## src/rtl/rom_reverse_search_if.sv

```systemverilog
// Start/done handshake bundle for rom_reverse_search: the requester drives
// start/key and the engine returns busy/done/found/index.
interface rom_reverse_search_if #(
    parameter int N = 3,
    parameter int O = 14
);
    logic         start;
    logic [O-1:0] key;
    logic         busy;
    logic         done;
    logic         found;
    logic [N-1:0] index;

    modport master (
        output start,
        output key,
        input  busy,
        input  done,
        input  found,
        input  index
    );

    modport slave (
        input  start,
        input  key,
        output busy,
        output done,
        output found,
        output index
    );
endinterface

```

## src/rtl/rom_reverse_search.sv

```systemverilog
// Reverse lookup over the fixed 8-entry constant table, one entry per clock.
// Define ROM_SEARCH_EARLY_EXIT_EN to stop on the first hit; otherwise every entry is scanned.
module rom_reverse_search #(
    parameter int N = 3,
    parameter int O = 14
) (
    input  logic                 clk,
    input  logic                 rst_n,
    rom_reverse_search_if.slave  bus
);

    typedef enum logic [1:0] {
        IDLE   = 2'd0,
        SEARCH = 2'd1,
        DONE   = 2'd2
    } state_t;

    // Forward table read; indices beyond the populated entries return 9998.
    function automatic logic [O-1:0] table_entry(input logic [N-1:0] idx);
        logic [31:0] value;
        case ({{(32-N){1'b0}}, idx})
            32'd0:   value = 32'd1;
            32'd1:   value = 32'd17;
            32'd2:   value = 32'd23;
            32'd3:   value = 32'd57;
            32'd4:   value = 32'd234;
            32'd5:   value = 32'd9;
            32'd6:   value = 32'd4878;
            32'd7:   value = 32'd9999;
            default: value = 32'd9998;
        endcase
        return value[O-1:0];
    endfunction

    state_t       state_r, state_s;
    logic [O-1:0] key_r,   key_s;
    logic [N-1:0] ptr_r,   ptr_s;
    logic         found_r, found_s;
    logic [N-1:0] index_r, index_s;
    logic         done_r,  done_s;
    logic         busy_r,  busy_s;
    logic         hit_s;
    logic         last_s;

    assign hit_s  = (table_entry(ptr_r) == key_r);
    assign last_s = &ptr_r;

    // Next-state and next-output logic of the search FSM.
    always_comb begin
        state_s = state_r;
        key_s   = key_r;
        ptr_s   = ptr_r;
        found_s = found_r;
        index_s = index_r;
        case (state_r)
            IDLE: begin
                if (bus.start) begin
                    key_s   = bus.key;
                    ptr_s   = {N{1'b0}};
                    found_s = 1'b0;
                    index_s = {N{1'b0}};
                    state_s = SEARCH;
                end else begin
                    state_s = IDLE;
                end
            end
            SEARCH: begin
`ifdef ROM_SEARCH_EARLY_EXIT_EN
                if (hit_s) begin
                    found_s = 1'b1;
                    index_s = ptr_r;
                    state_s = DONE;
                end else if (last_s) begin
                    found_s = 1'b0;
                    index_s = {N{1'b0}};
                    state_s = DONE;
                end else begin
                    ptr_s = ptr_r + {{(N-1){1'b0}}, 1'b1};
                end
`else
                // Only the first hit is recorded so the lowest index wins.
                if (hit_s && !found_r) begin
                    found_s = 1'b1;
                    index_s = ptr_r;
                end else begin
                    found_s = found_r;
                end
                if (last_s) begin
                    state_s = DONE;
                end else begin
                    ptr_s = ptr_r + {{(N-1){1'b0}}, 1'b1};
                end
`endif
            end
            DONE: begin
                state_s = IDLE;
            end
            default: begin
                state_s = IDLE;
            end
        endcase
        done_s = (state_s == DONE);
        busy_s = (state_s != IDLE);
    end

    // State and registered outputs, synchronous active-low reset.
    always_ff @(posedge clk) begin
        if (!rst_n) begin
            state_r <= IDLE;
            key_r   <= {O{1'b0}};
            ptr_r   <= {N{1'b0}};
            found_r <= 1'b0;
            index_r <= {N{1'b0}};
            done_r  <= 1'b0;
            busy_r  <= 1'b0;
        end else begin
            state_r <= state_s;
            key_r   <= key_s;
            ptr_r   <= ptr_s;
            found_r <= found_s;
            index_r <= index_s;
            done_r  <= done_s;
            busy_r  <= busy_s;
        end
    end

    assign bus.busy  = busy_r;
    assign bus.done  = done_r;
    assign bus.found = found_r;
    assign bus.index = index_r;

endmodule

```

## src/flat_wrapper.sv

```systemverilog
// flat-port wrapper written by rule: the top's interface ports become plain ports
module rom_reverse_search_flat 
#(
    parameter int N = 3,
    parameter int O = 14
)
  (clk, rst_n, bus_start, bus_key, bus_busy, bus_done, bus_found, bus_index);
  rom_reverse_search_if #(.N(N), .O(O)) bus_i ();
  input  logic clk;
  input  logic rst_n;
  input wire logic [$bits(bus_i.start)-1:0] bus_start;
  input wire logic [$bits(bus_i.key)-1:0] bus_key;
  output wire logic [$bits(bus_i.busy)-1:0] bus_busy;
  output wire logic [$bits(bus_i.done)-1:0] bus_done;
  output wire logic [$bits(bus_i.found)-1:0] bus_found;
  output wire logic [$bits(bus_i.index)-1:0] bus_index;
  assign bus_i.start = bus_start;
  assign bus_i.key = bus_key;
  assign bus_busy = bus_i.busy;
  assign bus_done = bus_i.done;
  assign bus_found = bus_i.found;
  assign bus_index = bus_i.index;
  rom_reverse_search #(.N(N), .O(O)) u_core (.clk(clk), .rst_n(rst_n), .bus(bus_i));
endmodule
```

## config.mk

```make
export PLATFORM = sky130hd
export DESIGN_NAME = rom_reverse_search_flat
export DESIGN_NICKNAME = d
export VERILOG_FILES = /design/src/rtl/rom_reverse_search_if.sv /design/src/rtl/rom_reverse_search.sv /design/src/flat_wrapper.sv
export SDC_FILE = /design/constraint.sdc
export NUM_CORES = 1
export LEC_CHECK = 0
export BUFFER_PORTS_ARGS = -buffer_cell sky130_fd_sc_hd__buf_2
export CAP_MARGIN = 20
export CORE_ASPECT_RATIO = 1.4
export CORE_MARGIN = 2
export CORE_UTILIZATION = 40
export CTS_CLUSTER_DIAMETER = 40
export DETAILED_ROUTE_END_ITERATION = 16
export GPL_TIMING_DRIVEN = 0
export PLACE_DENSITY = 0.6
export SYNTH_ARGS = -nofsm -noshare
export SYNTH_HDL_FRONTEND = slang
export SYNTH_SLANG_ARGS = --single-unit
export TNS_END_PERCENT = 1
```

## constraint.sdc

```tcl
create_clock -name clk -period 5.1 [get_ports clk]
set_clock_uncertainty 0.1 [all_clocks]
set_input_delay 0.255 -clock clk [delete_from_list [all_inputs] [get_ports clk]]
set_output_delay 0.255 -clock clk [all_outputs]
set_load 0.005 [all_outputs]
```

* After elaboration in Yosys (flattened, before gate mapping)
Memory sizes are Yosys's and may differ from the RTL's. A register that Yosys moved wholly into a read port is not among the register bits. Cells that the tools add are included.
Cells by class: add/subtract/negate cells 1, $mul 0, div/mod/pow operators 0, order comparisons 0, eq/ne operators 6, shift-type cells 0, multiplexer cells 13, bitwise operators 0, reduce and logical (&&, ||, !) cells 9
Operators with widths (number):
- $mux 3 | 5
- $eq 14x14->1 | 1
- $pmux 3 s2 | 2
- $reduce_and 3->1 | 3
- $ne 2x2->1 const B | 2
- $pmux 2 s2 | 1
- $reduce_bool 2->1 | 2
- $add 3x1->3 const B | 1
- $mux 1 | 3
- $eq 2x1->1 const B | 1
- $eq 2x2->1 const B | 1
- $logic_not 2->1 | 1
- $mux 2 | 1
- $ne 2x1->1 const B | 1
- $pmux 1 s2 | 1
- $reduce_and 2->1 | 1
- $logic_and 1x1->1 | 1
- $logic_not 1->1 | 1
Storage, ports and cells: bits in registers 25, bits in latches 0, RAM bits 0, ROM bits 104, bits of input ports 17, output and inout port bits 6, word-level logic and storage cells 37, memories 1
Memories:
- (no name shown) | depth 8, width 13, read ports 1, clocked after memory_dff 1, wr ports 0, RTL line rom_reverse_search.sv:21 | case ({{(32-N){1'b0}}, idx})

* Depth between registers and ports, before layout
depth after elaboration 5, mapped depth 6, depth with buffers taken out 6

* Worst setup path before layout
OpenSTA, ideal clock, no wires.
path type register to register, start point register u_core.ptr_r[0], end point register (tool-made name), setup time 118 ps, arrival time 1643 ps, required time 4882 ps, path slack 3239 ps, cell stages (with the launch flop) 7, path buffers 0, clock period less this slack 1861 ps, cells stage by stage dfxtp_1 -> ha_1 -> ha_1 -> and4bb_1 -> a211o_4 -> and3_4 -> nand2b_1
RTL lines:
- start: declaration | RTL line rom_reverse_search.sv:37 | logic [N-1:0] ptr_r, ptr_s;
- start signal: assignment | RTL line rom_reverse_search.sv:111 | ptr_r <= {N{1'b0}};
- start signal: assignment | RTL line rom_reverse_search.sv:119 | ptr_r <= ptr_s;

==> summary.txt <==
routed via count = 1126
DP Cell Count = 216
IO Port Bufs = 22
Finished Layout Cells = 224
vias per std cell = 5.03
Final Cycle Share = 0.404
Util after Layout = 0.480
cell with the most instances on the worst path = ha_1
syn_nets = 171
Slew HR = 0.712
Die W = 55.5 um
Max Clock Freq = 0.486 GHz
CP startpoint kind = flip-flop
Distinct cells, synth = 35
Avg Cell Area, Syn = 9.79 um^2
number of synthesized flops with an enable pin = 0
predominant post-synthesis flop cell = dfxtp_1
die height = 76.2 um
# setup viols final = 0
GRT Util Overall = 0.158
CTS-repair resized insts = 0
overall die area = 0.00423 mm^2
vias in the first global route = 1175
FF-to-FF setup slack = 3.04 ns
area of the core = 0.00361 mm^2
metal2 WL = 1640 um
Max Used Layer = met4
Yosys warnings = 0
met3 wire length = 100 um
Synth Cell Area = 0.00149 mm^2
WS Path Type = reg2reg
CTS buffer count = 5
Synth-to-Final Area Change = 16.4%
top-area cell type share of the netlist area = 0.471
final-report max-slew violation count = 0
total gr overflow = 0
crit-path max FO = 9
async set or reset register ratio after synthesis = 0
Initial Util = 0.412
postcts setup bufs = 0
pin slew with the least headroom to its limit = 0.432 ns
Worst-Skew Late Latency = 0.28 ns
io pins = 23
register area = 701 um^2
CP Capture Type = flip-flop
RSZ-0062 raised after global routing = no
fillers = 360
routed length on met1 = 1210 um
DR WL/cell = 13.3 um
CP max stage delay = 0.46 ns
Cell Chain, Critical Path = ha_1, ha_1, and4bb_1, a211o_4, and3_4, nand2b_1
Nets = 200
Reg clk slew, reported paths = 0.07 ns
antenna violations before repair = 0
WP data arrival = 2.13 ns
Post-DRT Antenna Nets = 0
area of the multi-input gates = 751 um^2
Worst EP required = 5.18 ns
top area cells in the synthesized netlist = dfxtp_1, nand2_1, a21boi_0
worst hold-check path type = in2reg
CTS tree = yes
pwr dens = 305 mW/mm^2
DRT iter0 DRCs = 18
clock sink count = 35
CTS Root Cell = clkbuf_8
number of diodes = 0
largest net degree at the start of global routing = 11
sequential fraction of the synthesis area = 0.471
Max clock buf depth = 2
DR pass1 iterations = 4
VDD IR max = 0.203 mV
routability congestion estimate = 0.737
Yosys top cell by area = dfxtp_1
MaxCap Viol Count = 0
total routed wirelength = 2990 um
slowest CP cell = dfxtp_1
Hold Buf Count CTS = 0
outcome = completed
H-Tree Level Count = 2
Pleak = 0.735 nW
DRC viols = 0
final hold vios = 0
TNS Setup = 0 ns
Core Rows = 26
most common library cells after synthesis = dfxtp_1, nand2_1, a21boi_0
share of layout cells above drive strength 1 = 0.231
final worst path period need = 2.06 ns
Syn Inst Count = 152
first-pass GRT wire length = 5230 um
synthesis-stage register bit count = 35
DP HPWL = 2280 um
## metal layers
metal  track usage  vias to the layer above
li1              -                      574
met1         0.167                      533
met2         0.290                       14
met3        0.0492                        5
met4        0.0512                        0
met5             0                        -
## metrics by stage
step,instance area (um^2),setup WS (ns),hold WS (ns),power (W)
after floorplan,1490,3.24,0.258,0.000331
after global placement,1650,3.11,0.357,0.000347
after detailed placement,1650,3.06,0.366,0.000349
after CTS,1730,3.06,0.108,0.000537
after global routing,1730,2.95,0.108,0.000555
final,1730,3.04,0.112,0.000529
## power by group
group	internal (W)	total [W]	switching [W]	leakage, nW
Clock	0.0000957	0.000187	0.0000914	0.0422
Sequential	0.000283	0.000291	0.00000740	0.285
Combinational	0.0000235	0.0000514	0.0000280	0.407
Total	0.000402	0.000529	0.000127	0.735
## path summary, 6_finish.rpt
check	startpoint	endpoint	depth (start not counted)
max reg2reg	u_core.ptr_r[0]	flip-flop	6
min	bus_key[9]	u_core.key_r[9]	3
min reg2reg	u_core.bus.index[0]	u_core.bus.index[0]	2
max	u_core.ptr_r[0]	flip-flop	6
## cells by family after synthesis
logic type | count (synthesis) | synth area share
adders and majority gates | 2 | 0.0168
and+or+nand+nor | 71 | 0.267
muxes | 3 | 0.0202
buffers and inverters | 8 | 0.0244
DFF | 35 | 0.471
AOI/OAI and AO/OA | 26 | 0.160
xor gates and xnor gates | 7 | 0.0412
## cell usage in the layout (no fill, tap or decap), drive strengths merged
cell / instances
and2: 4
ha: 2
mux2i: 3
nor4: 1
nand2b: 3
inv: 3
o211ai: 2
a211o: 2
and4bb: 2
nor3b: 2
dfxtp: 35
a21oi: 1
a211oi: 1
o21bai: 1
o22ai: 2
and3b: 1
clkbuf: 9
o21a: 1
buf: 25
and3: 7
xnor2: 7
clkinv: 1
nand4: 1
nor4b: 2
a21boi: 15
nor2b: 1
nor2: 5
nand2: 35
nand3: 4
nor3: 3
o21ai: 1
## final cells by class
cell class / count / area share
sequential: 35 / 0.405
timing repair buffer: 22 / 0.0636
clock buffer: 7 / 0.0441
multi-input combinational: 109 / 0.434
tap: 42 / 0.0303
buffer: 5 / 0.0145
clock inverter: 1 / 0.00289
inverter: 3 / 0.00650
## worst max-delay path: cells and delay by family (launching register included)
kind / cells / cell delay (ns)
DFF: 1 / 0.46
and+or+nand+nor: 3 / 0.59
AOI/OAI and AO/OA: 1 / 0.30
adders and majority gates: 2 / 0.51
Power figures use the tool's default switching activity.
